--- src/rtl/kf8088_pkg.sv ---
// Shared types and constants for the kf8088 interrupt acknowledge block.
//  kf8088_state_e      : FSM state encoding (also exported for debug)
//  NMI_VECTOR_DEFAULT  : vector returned when an NMI is serviced
//  max2                : elaboration-time helper for counter sizing
package kf8088_pkg;

  typedef enum logic [2:0] {
    ST_IDLE  = 3'd0,
    ST_INTA1 = 3'd1,
    ST_GAP   = 3'd2,
    ST_INTA2 = 3'd3,
    ST_DONE  = 3'd4
  } kf8088_state_e;

  localparam logic [7:0] NMI_VECTOR_DEFAULT = 8'h02;

  function automatic int max2(input int a, input int b);
    return (a > b) ? a : b;
  endfunction

endpackage

--- src/rtl/kf8088_interrupt_acknowledge_if.sv ---
// Bus/handshake bundle between the kf8088 interrupt acknowledge unit, the 8259
// and the core sequencer.
//  master : the acknowledge unit (samples requests, drives INTA_n/lock_n/vector)
//  slave  : the environment (8259 + sequencer)
// Handshake: accept_window is a 1-clock strobe from the core; vector_valid is a
// 1-clock pulse back with vector stable from that clock until the next capture.
// ready low stretches the last active INTA clock; it is ignored elsewhere.
interface kf8088_interrupt_acknowledge_if;
  import kf8088_pkg::*;

  logic          interrupt;
  logic          nmi;
  logic          interrupt_enable;
  logic          accept_window;
  logic          ready;
  logic [7:0]    data_bus_in;
  logic          interrupt_acknowledge_n;
  logic          lock_n;
  logic [7:0]    vector;
  logic          vector_valid;
  logic          busy;
  kf8088_state_e state;

  modport master (
    input  interrupt, nmi, interrupt_enable, accept_window, ready, data_bus_in,
    output interrupt_acknowledge_n, lock_n, vector, vector_valid, busy, state
  );

  modport slave (
    output interrupt, nmi, interrupt_enable, accept_window, ready, data_bus_in,
    input  interrupt_acknowledge_n, lock_n, vector, vector_valid, busy, state
  );

endinterface

--- src/rtl/kf8088_nmi_edge_latch.sv ---
// NMI rising-edge detector with a sticky pending flag.
//  clock, reset_n : system clock, async active-low reset
//  nmi            : raw NMI level
//  clear          : request to clear pending (NMI being serviced)
//  pending        : an NMI edge is waiting for service
module kf8088_nmi_edge_latch (
  input  logic clock,
  input  logic reset_n,
  input  logic nmi,
  input  logic clear,
  output logic pending
);

  logic nmi_q;
  logic nmi_rise;

  assign nmi_rise = nmi & ~nmi_q;

  // nmi_q resets high so an NMI already asserted at reset release is not an edge.
  // A fresh edge on the clock the flag is cleared keeps it pending.
  always_ff @(posedge clock or negedge reset_n) begin
    if (!reset_n) begin
      nmi_q   <= 1'b1;
      pending <= 1'b0;
    end else begin
      nmi_q <= nmi;
      if (nmi_rise)   pending <= 1'b1;
      else if (clear) pending <= 1'b0;
    end
  end

endmodule

--- src/rtl/kf8088_interrupt_acknowledge.sv ---
// CPU-side initiator of the 8259 interrupt handshake.
// At an accept_window strobe in IDLE it either services a pending NMI (fixed
// vector, no bus cycle) or, if INTR is high and enabled, runs two locked INTA
// pulses and captures the vector byte on the second one.
//  clock, reset_n : system clock, async active-low reset
//  bus            : handshake bundle (master modport), includes debug state
module kf8088_interrupt_acknowledge
  import kf8088_pkg::*;
#(
  parameter int         INTA_ACTIVE_CYCLES = 2,
  parameter int         INTA_IDLE_CYCLES   = 2,
  parameter logic [7:0] NMI_VECTOR         = NMI_VECTOR_DEFAULT
) (
  input  logic clock,
  input  logic reset_n,
  kf8088_interrupt_acknowledge_if.master bus
);

  localparam int CNT_W = $clog2(max2(INTA_ACTIVE_CYCLES, INTA_IDLE_CYCLES) + 1);
  // Counter holds clocks remaining after the current one; zero marks the last.
  localparam logic [CNT_W-1:0] ACTIVE_LOAD = CNT_W'(INTA_ACTIVE_CYCLES - 1);
  localparam logic [CNT_W-1:0] IDLE_LOAD   = CNT_W'(INTA_IDLE_CYCLES - 1);

  kf8088_state_e    state;
  logic [CNT_W-1:0] cnt;
  logic             inta_n_r;
  logic             lock_n_r;
  logic [7:0]       vector_r;
  logic             valid_r;
  logic             busy_r;
  logic             nmi_pending;
  logic             nmi_clear;
  logic             last_count;

  assign last_count = (cnt == '0);
  assign nmi_clear  = (state == ST_IDLE) && bus.accept_window && nmi_pending;

  kf8088_nmi_edge_latch u_nmi (
    .clock   (clock),
    .reset_n (reset_n),
    .nmi     (bus.nmi),
    .clear   (nmi_clear),
    .pending (nmi_pending)
  );

  // Outputs are registered: each transition loads the values for the state
  // being entered, so pins change on the same edge as the state.
  always_ff @(posedge clock or negedge reset_n) begin
    if (!reset_n) begin
      state    <= ST_IDLE;
      cnt      <= '0;
      inta_n_r <= 1'b1;
      lock_n_r <= 1'b1;
      vector_r <= 8'h00;
      valid_r  <= 1'b0;
      busy_r   <= 1'b0;
    end else begin
      valid_r <= 1'b0;
      case (state)
        ST_IDLE: begin
          if (bus.accept_window) begin
            if (nmi_pending) begin
              vector_r <= NMI_VECTOR;
              valid_r  <= 1'b1;
              busy_r   <= 1'b1;
              state    <= ST_DONE;
            end else if (bus.interrupt && bus.interrupt_enable) begin
              cnt      <= ACTIVE_LOAD;
              inta_n_r <= 1'b0;
              lock_n_r <= 1'b0;
              busy_r   <= 1'b1;
              state    <= ST_INTA1;
            end
          end
        end
        ST_INTA1: begin
          if (!last_count) begin
            cnt <= cnt - CNT_W'(1);
          end else if (bus.ready) begin
            cnt      <= IDLE_LOAD;
            inta_n_r <= 1'b1;
            state    <= ST_GAP;
          end
        end
        ST_GAP: begin
          if (!last_count) begin
            cnt <= cnt - CNT_W'(1);
          end else begin
            cnt      <= ACTIVE_LOAD;
            inta_n_r <= 1'b0;
            state    <= ST_INTA2;
          end
        end
        ST_INTA2: begin
          if (!last_count) begin
            cnt <= cnt - CNT_W'(1);
          end else if (bus.ready) begin
            // Whatever is on the bus is taken, including the 8259's spurious IR7.
            vector_r <= bus.data_bus_in;
            inta_n_r <= 1'b1;
            lock_n_r <= 1'b1;
            valid_r  <= 1'b1;
            state    <= ST_DONE;
          end
        end
        ST_DONE: begin
          busy_r <= 1'b0;
          state  <= ST_IDLE;
        end
        default: begin
          inta_n_r <= 1'b1;
          lock_n_r <= 1'b1;
          busy_r   <= 1'b0;
          state    <= ST_IDLE;
        end
      endcase
    end
  end

  assign bus.interrupt_acknowledge_n = inta_n_r;
  assign bus.lock_n                  = lock_n_r;
  assign bus.vector                  = vector_r;
  assign bus.vector_valid            = valid_r;
  assign bus.busy                    = busy_r;
  assign bus.state                   = state;

endmodule

--- src/flat_wrapper.sv ---
// flat-port wrapper written by rule: the top's interface ports become plain ports
module kf8088_interrupt_acknowledge_flat import kf8088_pkg::*;
#(
  parameter int         INTA_ACTIVE_CYCLES = 2,
  parameter int         INTA_IDLE_CYCLES   = 2,
  parameter logic [7:0] NMI_VECTOR         = NMI_VECTOR_DEFAULT
)
  (clock, reset_n, bus_interrupt, bus_nmi, bus_interrupt_enable, bus_accept_window, bus_ready, bus_data_bus_in, bus_interrupt_acknowledge_n, bus_lock_n, bus_vector, bus_vector_valid, bus_busy, bus_state);
  kf8088_interrupt_acknowledge_if bus_i ();
  input  logic clock;
  input  logic reset_n;
  input wire logic [$bits(bus_i.interrupt)-1:0] bus_interrupt;
  input wire logic [$bits(bus_i.nmi)-1:0] bus_nmi;
  input wire logic [$bits(bus_i.interrupt_enable)-1:0] bus_interrupt_enable;
  input wire logic [$bits(bus_i.accept_window)-1:0] bus_accept_window;
  input wire logic [$bits(bus_i.ready)-1:0] bus_ready;
  input wire logic [$bits(bus_i.data_bus_in)-1:0] bus_data_bus_in;
  output wire logic [$bits(bus_i.interrupt_acknowledge_n)-1:0] bus_interrupt_acknowledge_n;
  output wire logic [$bits(bus_i.lock_n)-1:0] bus_lock_n;
  output wire logic [$bits(bus_i.vector)-1:0] bus_vector;
  output wire logic [$bits(bus_i.vector_valid)-1:0] bus_vector_valid;
  output wire logic [$bits(bus_i.busy)-1:0] bus_busy;
  output wire logic [$bits(bus_i.state)-1:0] bus_state;
  assign bus_i.interrupt = bus_interrupt;
  assign bus_i.nmi = bus_nmi;
  assign bus_i.interrupt_enable = bus_interrupt_enable;
  assign bus_i.accept_window = bus_accept_window;
  assign bus_i.ready = bus_ready;
  assign bus_i.data_bus_in = bus_data_bus_in;
  assign bus_interrupt_acknowledge_n = bus_i.interrupt_acknowledge_n;
  assign bus_lock_n = bus_i.lock_n;
  assign bus_vector = bus_i.vector;
  assign bus_vector_valid = bus_i.vector_valid;
  assign bus_busy = bus_i.busy;
  assign bus_state = bus_i.state;
  kf8088_interrupt_acknowledge #(.INTA_ACTIVE_CYCLES(INTA_ACTIVE_CYCLES), .INTA_IDLE_CYCLES(INTA_IDLE_CYCLES), .NMI_VECTOR(NMI_VECTOR)) u_core (.clock(clock), .reset_n(reset_n), .bus(bus_i));
endmodule
--- config.mk ---
export PLATFORM = sky130hd
export DESIGN_NAME = kf8088_interrupt_acknowledge_flat
export DESIGN_NICKNAME = d
export VERILOG_FILES = /design/src/rtl/kf8088_pkg.sv /design/src/rtl/kf8088_interrupt_acknowledge_if.sv /design/src/rtl/kf8088_nmi_edge_latch.sv /design/src/rtl/kf8088_interrupt_acknowledge.sv /design/src/flat_wrapper.sv
export SDC_FILE = /design/constraint.sdc
export NUM_CORES = 1
export LEC_CHECK = 0
export BUFFER_PORTS_ARGS = -buffer_cell sky130_fd_sc_hd__clkbuf_2
export CAP_MARGIN = 20
export CORE_MARGIN = 8
export CORE_UTILIZATION = 54
export CTS_BUF_LIST = sky130_fd_sc_hd__clkbuf_2 sky130_fd_sc_hd__clkbuf_4 sky130_fd_sc_hd__clkbuf_8
export DETAILED_ROUTE_END_ITERATION = 7
export PLACE_DENSITY = 0.92
export SLEW_MARGIN = 0
export SYNTH_ARGS = -nofsm -noshare
export SYNTH_HDL_FRONTEND = slang
export SYNTH_SLANG_ARGS = --single-unit
--- constraint.sdc ---
create_clock -name clock -period 2.6 [get_ports clock]
set_input_delay 0 -clock clock [delete_from_list [all_inputs] [get_ports clock]]
set_output_delay 0 -clock clock [all_outputs]
set_load 0.01 [all_outputs]
Word level (Yosys, flattened, before mapping)
Index checks and enable logic that the tools add are counted.
Widths: inputs -> output; s select.
{ "totals": {"register_bits": 19} }
{ "op_classes": {"n_mux": 41, "n_eq_ne": 18, "n_reduce_logical": 17, "n_addsub": 1, "bitwise_logic": 5} }
{ "ops": {"columns": ["operator", "count"], "rows": [
  ["$mux 8", 4],
  ["$mux 3", 8],
  ["$pmux 8 s2", 1],
  ["$mux 1", 15],
  ["$mux 2", 7],
  ["$ne 2x2->1 const B", 7],
  ["$reduce_and 7->1", 2],
  ["$pmux 3 s4", 1],
  ["$reduce_and 6->1", 2],
  ["$ne 2x1->1 const B", 5],
  ["$pmux 2 s4", 1],
  ["$eq 3x2->1 const B", 2],
  ["$ne 3x3->1 const B", 2],
  ["$reduce_or 3->1", 2],
  ["$reduce_and 5->1", 1],
  ["$not 1->1", 4],
  ["$pmux 1 s2", 2],
  ["$pmux 1 s4", 1],
  ["$reduce_bool 2->1", 2],
  ["$reduce_bool 4->1", 1],
  ["$eq 3x1->1 const B", 1],
  ["$eq 3x3->1 const B", 1],
  ["$logic_and 1x1->1", 3],
  ["$logic_not 3->1", 1],
  ["other kinds (6)", 6]
]} }

Longest topological paths before layout
{ "logic_depth": {"depth_word": 5, "mapped_depth": 8, "ltp_nobuf": 7} }

By module
From an unflattened synthesis, not the netlist that was laid out.
{ "hier_totals": {"cells_unflattened": 74, "hier_area_um2": 849.6} }
{ "modules_own_cells": {"columns": ["mod", "area_each_um2", "n_inst", "seq_area_each_um2", "cells_each"], "rows": [
  ["kf8088_interrupt_acknowledge", 778.2, 1, 427.9, 69],
  ["kf8088_nmi_edge_latch", 71.3, 1, 51.3, 5]
]} }

Worst setup path after synthesis
Ideal clock, no wire load.
{ "synth_path": {"path_kind": "register -> register", "from": "register u_core.cnt[0]", "to": "register u_core.vector_r[1], in the netlist u_core.bus.vector[1]", "synth_period_minus_slack_ps": 1610, "path_buffers": 1, "setup_slack_ps": 990, "stages_incl_launch_ff": 9, "arrival_ps": 1489, "setup_ps": 121, "path_cell_list": "dfrtp_1 > inv_1 > ha_1 > and3_4 > and3_1 > buf_6 > a21oi_4 > inv_2 > a2bb2oi_1"} }
{ "synth_between": {"elab_chain_len": 3} }
{ "synth_rtl": {"columns": ["element", "line_no", "text"], "rows": [
  ["from (decl)", "kf8088_interrupt_acknowledge.sv:25", "logic [CNT_W-1:0] cnt;"],
  ["from (signal assigned)", "kf8088_interrupt_acknowledge.sv:78", "cnt <= cnt - CNT_W'(1);"],
  ["from (signal assigned)", "kf8088_interrupt_acknowledge.sv:87", "cnt <= cnt - CNT_W'(1);"],
  ["from (signal assigned)", "kf8088_interrupt_acknowledge.sv:96", "cnt <= cnt - CNT_W'(1);"],
  ["$logic_not 2->1", "kf8088_interrupt_acknowledge.sv:35", "assign last_count = (cnt == '0);"],
  ["$ne 2x1->1 (no source line)", null, null],
  ["$reduce_and 5->1 (no source line)", null, null],
  ["to (signal assigned)", "kf8088_interrupt_acknowledge.sv:99", "vector_r <= bus.data_bus_in;"],
  ["to (decl)", "kf8088_interrupt_acknowledge.sv:28", "logic [7:0] vector_r;"]
]} }
Every way passes these cells.
A chain may end at the register's enable or synchronous reset.

Final worst setup path
{ "layout_path": {"from": "register u_core.cnt[0]", "to": "register u_core.vector_r[6], in the netlist u_core.bus.vector[6]"} }
The elaborated chain is that of the path after synthesis.

==> report_table.html <==
<table>
<tr><th>Metric</th><th>Value</th></tr>
<tr><th colspan="2">Setup path</th></tr>
<tr><td>Reg2Reg Launch Point</td><td>u_core.cnt[0]$_DFFE_PN0P_</td></tr>
<tr><td>Worst Reg2Reg Path Length in Cells</td><td>6</td></tr>
<tr><td>Required arrival time at the worst endpoint</td><td>2.79 ns</td></tr>
<tr><td>Worst-path maximum fanout</td><td>9</td></tr>
<tr><td>Startpoint-to-endpoint class of the critical path</td><td>reg -&gt; reg</td></tr>
<tr><td>Beginning of the critical path</td><td>u_core.cnt[0]$_DFFE_PN0P_</td></tr>
<tr><td>Endpoint of the worst setup timing path</td><td>u_core.bus.vector[6]$_DFFE_PN0P_</td></tr>
<tr><td>Worst setup EP type</td><td>register</td></tr>
<tr><td>Data arrival at the endpoint of the critical path</td><td>2.03 ns</td></tr>
<tr><td>Worst reg-to-reg setup slack</td><td>0.76 ns</td></tr>
<tr><td>FF-to-FF End</td><td>u_core.bus.vector[6]$_DFFE_PN0P_</td></tr>
<tr><td>Kind of start point of the critical path</td><td>register</td></tr>
<tr><th colspan="2">Power and ir drop</th></tr>
<tr><td>Power per unit of standard cell area</td><td>898 nW/um^2</td></tr>
<tr><td>Largest vdd supply drop</td><td>0.000505 V</td></tr>
<tr><td>Cell leakage power</td><td>0.576 nW</td></tr>
<tr><th colspan="2">Logic synthesis</th></tr>
<tr><td>Synth unique cells</td><td>26</td></tr>
<tr><td>Number of register bits inferred by synthesis</td><td>19</td></tr>
<tr><td>YS warnings</td><td>0</td></tr>
<tr><td>Share of synthesized area occupied by flip-flops and latches</td><td>55.4%</td></tr>
<tr><td>Total standard cell area after synthesis</td><td>865 um^2</td></tr>
<tr><td>Per-instance average area after synthesis</td><td>11.7 um^2</td></tr>
<tr><td>Mapped Cells</td><td>74</td></tr>
<tr><td>Syn nets</td><td>91</td></tr>
<tr><th colspan="2">Global route</th></tr>
<tr><td>Remaining global-route overflow</td><td>0</td></tr>
<tr><td>Largest net degree at the start of global routing</td><td>20</td></tr>
<tr><td>Vias in the first global route</td><td>800</td></tr>
<tr><td>Wire length of the first global-routing pass</td><td>3580 um</td></tr>
<tr><td>Combined global-route utilization of all metal layers</td><td>13.8%</td></tr>
<tr><td>Antenna violations before repair</td><td>0</td></tr>
<tr><th colspan="2">Floorplanning</th></tr>
<tr><td>Top-Level Pins</td><td>30</td></tr>
<tr><td>Total die area</td><td>3140 um^2</td></tr>
<tr><td>Core Footprint</td><td>1510 um^2</td></tr>
<tr><td>Starting density of the core</td><td>57.4%</td></tr>
<tr><td>Vertical die dimension</td><td>56.0 um</td></tr>
<tr><td>Site Rows</td><td>14</td></tr>
<tr><td>Die W</td><td>56.0 um</td></tr>
<tr><th colspan="2">Drt</th></tr>
<tr><td>DRC violation total after the first TritonRoute iteration</td><td>24</td></tr>
<tr><td>Number of vias per cell</td><td>5.58</td></tr>
<tr><td>Average detailed-routed wire length per instance</td><td>16.7 um</td></tr>
<tr><td>Length of routed met3 wiring</td><td>158 um</td></tr>
<tr><td>Remaining number of nets flagged by the antenna check after routing</td><td>0</td></tr>
<tr><td>Total vias in the final route</td><td>720</td></tr>
<tr><td>Met2 Routed Length</td><td>1060 um</td></tr>
<tr><td>DRT Wirelength</td><td>2150 um</td></tr>
<tr><td>Final routed DRC violation total</td><td>0</td></tr>
<tr><td>Highest signal layer in the routed design</td><td>met4</td></tr>
<tr><td>Detailed-route wire length on metal 1</td><td>922 um</td></tr>
<tr><td>First-pass iteration count of the detailed router</td><td>4</td></tr>
<tr><th colspan="2">Place</th></tr>
<tr><td>Half-perimeter wire length after placement</td><td>1390 um</td></tr>
<tr><td>Number of placed instances with taps included</td><td>115</td></tr>
<tr><td>Placer Congestion</td><td>0.864</td></tr>
<tr><td>Input/output buffers</td><td>29</td></tr>
<tr><th colspan="2">Timing</th></tr>
<tr><td>Final period util</td><td>71.0%</td></tr>
<tr><td>Final Hold Slack</td><td>0.0257 ns</td></tr>
<tr><td>Time the final worst path needs with I/O delays and setup</td><td>1.84 ns</td></tr>
<tr><td>Count of endpoints failing hold in the final timing report</td><td>0</td></tr>
<tr><td>Max Fclk</td><td>542 MHz</td></tr>
<tr><td>Count of endpoints failing setup in the final report</td><td>0</td></tr>
<tr><td>Total negative slack for setup checks</td><td>0 ns</td></tr>
<tr><td>Pin slew with the least headroom to its limit</td><td>0.494 ns</td></tr>
<tr><td>Final Skew</td><td>0.00496 ns</td></tr>
<tr><td>Max-slew headroom</td><td>66.9%</td></tr>
<tr><td>Setup repair after global routing missed its margin</td><td>false</td></tr>
<tr><td>Number of max-slew violations in the final report</td><td>0</td></tr>
<tr><th colspan="2">Run status</th></tr>
<tr><td>Result of the run</td><td>finished clean</td></tr>
<tr><th colspan="2">Clocking</th></tr>
<tr><td>Root buf cell</td><td>clkbuf_4</td></tr>
<tr><td>Setup fix buffers added after clock tree synthesis</td><td>0</td></tr>
<tr><td>Clock Latency Late Sink</td><td>0.29 ns</td></tr>
<tr><td>Maximum clock path buffer count</td><td>2</td></tr>
<tr><td>Hold buffer count at cts</td><td>10</td></tr>
<tr><td>TritonCTS clock tree</td><td>done</td></tr>
<tr><td>Clock buffers created by TritonCTS</td><td>3</td></tr>
<tr><td>CTS clk-pin slew, worst paths</td><td>0.11 ns</td></tr>
<tr><td>CTS H-Tree Depth</td><td>1</td></tr>
<tr><td>Clock sink count</td><td>19</td></tr>
<tr><td>Post-cts gate resize count</td><td>0</td></tr>
<tr><th colspan="2">Final layout</th></tr>
<tr><td>Area taken by flip-flops and latches</td><td>479 um^2</td></tr>
<tr><td>Number of antenna repair diodes</td><td>0</td></tr>
<tr><td>Fraction of final layout cells with drive strength greater than 1</td><td>40.7%</td></tr>
<tr><td>Final Util</td><td>74.7%</td></tr>
<tr><td>Leading cell types in the layout, fill and taps excluded</td><td>clkbuf_2, dfrtp_1, dlygate4sd3_1, inv_1, a22o_2</td></tr>
<tr><td>Count of fill cells added during filler insertion</td><td>110</td></tr>
<tr><td>Final #Nets</td><td>131</td></tr>
<tr><td>Leading cell type in the layout, fill and taps excluded</td><td>clkbuf_2</td></tr>
<tr><td>Synth-to-layout area growth</td><td>30.1%</td></tr>
<tr><td>Number of non-filler instances in the completed layout</td><td>129</td></tr>
<tr><td>Multi-input logic area</td><td>319 um^2</td></tr>
<tr><th colspan="2">Flow run</th></tr>
<tr><td>Number of maximum-capacitance constraint violations</td><td>0</td></tr>
<tr><th colspan="2">Hold path</th></tr>
<tr><td>Hold crit path type</td><td>in -&gt; reg</td></tr>
</table>
[kinds of logic after synthesis]
logic type                 share of synthesized area [%]
xor gates and xnor gates                            1.01
AOI/OAI and AO/OA                                   22.0
muxes                                               2.32
adders and majority gates                           4.05
buffers and inverters                               7.67
DFF                                                 55.4
and+or+nand+nor                                     7.52
[layer usage]
| metal | vias up | track usage, % |
|---|---|---|
| met5 | - | 0 |
| met4 | 0 | 3.44 |
| met3 | 2 | 5.48 |
| met2 | 25 | 22.7 |
| met1 | 351 | 16.4 |
| li1 | 342 | - |
[worst min path at each step]
stage	from	endpoint	slack [ns]	cells after the start
3_5_place_dp	reset_n	u_core.bus.state[1]$_DFFE_PN0P_	-0.03	1
3_3_place_gp	reset_n	u_core.bus.state[0]$_DFFE_PN0P_	-0.04	1
4_1_cts	bus_interrupt_enable	u_core.bus.busy$_DFFE_PN0P_	0.01	3
6_report	bus_interrupt_enable	u_core.bus.busy$_DFFE_PN0P_	0.03	3
5_1_grt	bus_interrupt_enable	u_core.bus.busy$_DFFE_PN0P_	0.04	3
2_1_floorplan	reset_n	u_core.bus.busy$_DFFE_PN0P_	-0.30	0
[area by class of cell]
type	instances	area share (%)
inverters	9	3.00
clock buffers	3	2.00
flip-flops and latches	19	42.6
multi-input cells	42	28.4
repair buffers	39	21.8
clock inverters	1	0.445
well taps	16	1.78
[critical path, stage by stage (launching register included)]
cell and delay, ns:
dfrtp_1 0.40, inv_1 0.10, ha_1 0.23, and3_4 0.23, and3_1 0.41, a21oi_4 0.12, a22o_2 0.25
[per-stage QoR]
stage	worst slack (ns)	cell area, um^2	power [W]
after global routing	0.644	1120	0.00108
final	0.755	1120	0.00101
after floorplan	0.990	865	0.000736
after global placement	0.867	997	0.000834
after CTS	0.801	1120	0.00100
after detailed placement	0.799	997	0.000848
[power by group]
part           switching [W]  leakage [nW]  total (W)  internal, W
Sequential         0.0000865         0.237   0.000471     0.000384
Clock              0.0000887        0.0177   0.000146    0.0000572
Combinational       0.000216         0.321   0.000394     0.000178
Total               0.000391         0.576    0.00101     0.000620
[flip-flops by register name, summed over array words and instances, names as in the netlist]
register / flops
u_core.bus.busy: 1
u_core.bus.interrupt_acknowledge_n: 1
u_core.bus.vector: 8
u_core.bus.vector_valid: 1
u_core.u_nmi.nmi_q: 1
u_core.cnt: 2
u_core.u_nmi.pending: 1
u_core.bus.lock_n: 1
u_core.bus.state: 3
[cells in the mapped netlist]
master / instances / share of area, %
a2bb2oi_1: 1 / 1.0
inv_2: 1 / 0.43
nand3_1: 1 / 0.58
clkbuf_2: 2 / 1.2
xnor2_1: 1 / 1.0
a31oi_1: 1 / 0.72
dfrtp_1: 16 / 46
buf_6: 2 / 2.6
o21ai_0: 3 / 1.7
o32a_1: 1 / 1.2
nand4b_1: 1 / 1.0
nand2_1: 2 / 0.87
a21oi_4: 1 / 1.9
mux2i_1: 2 / 2.3
inv_1: 8 / 3.5
nor3_1: 1 / 0.58
and3_4: 1 / 1.3
dfstp_2: 3 / 9.1
a211oi_1: 4 / 3.5
nor2_1: 4 / 1.7
o2bb2ai_1: 1 / 1.0
a21oi_1: 5 / 2.9
maj3_1: 1 / 1.2
and3_1: 2 / 1.4
ha_1: 2 / 2.9
a22o_2: 7 / 8.1
No activity file was read; power rests on OpenSTA's default activity.
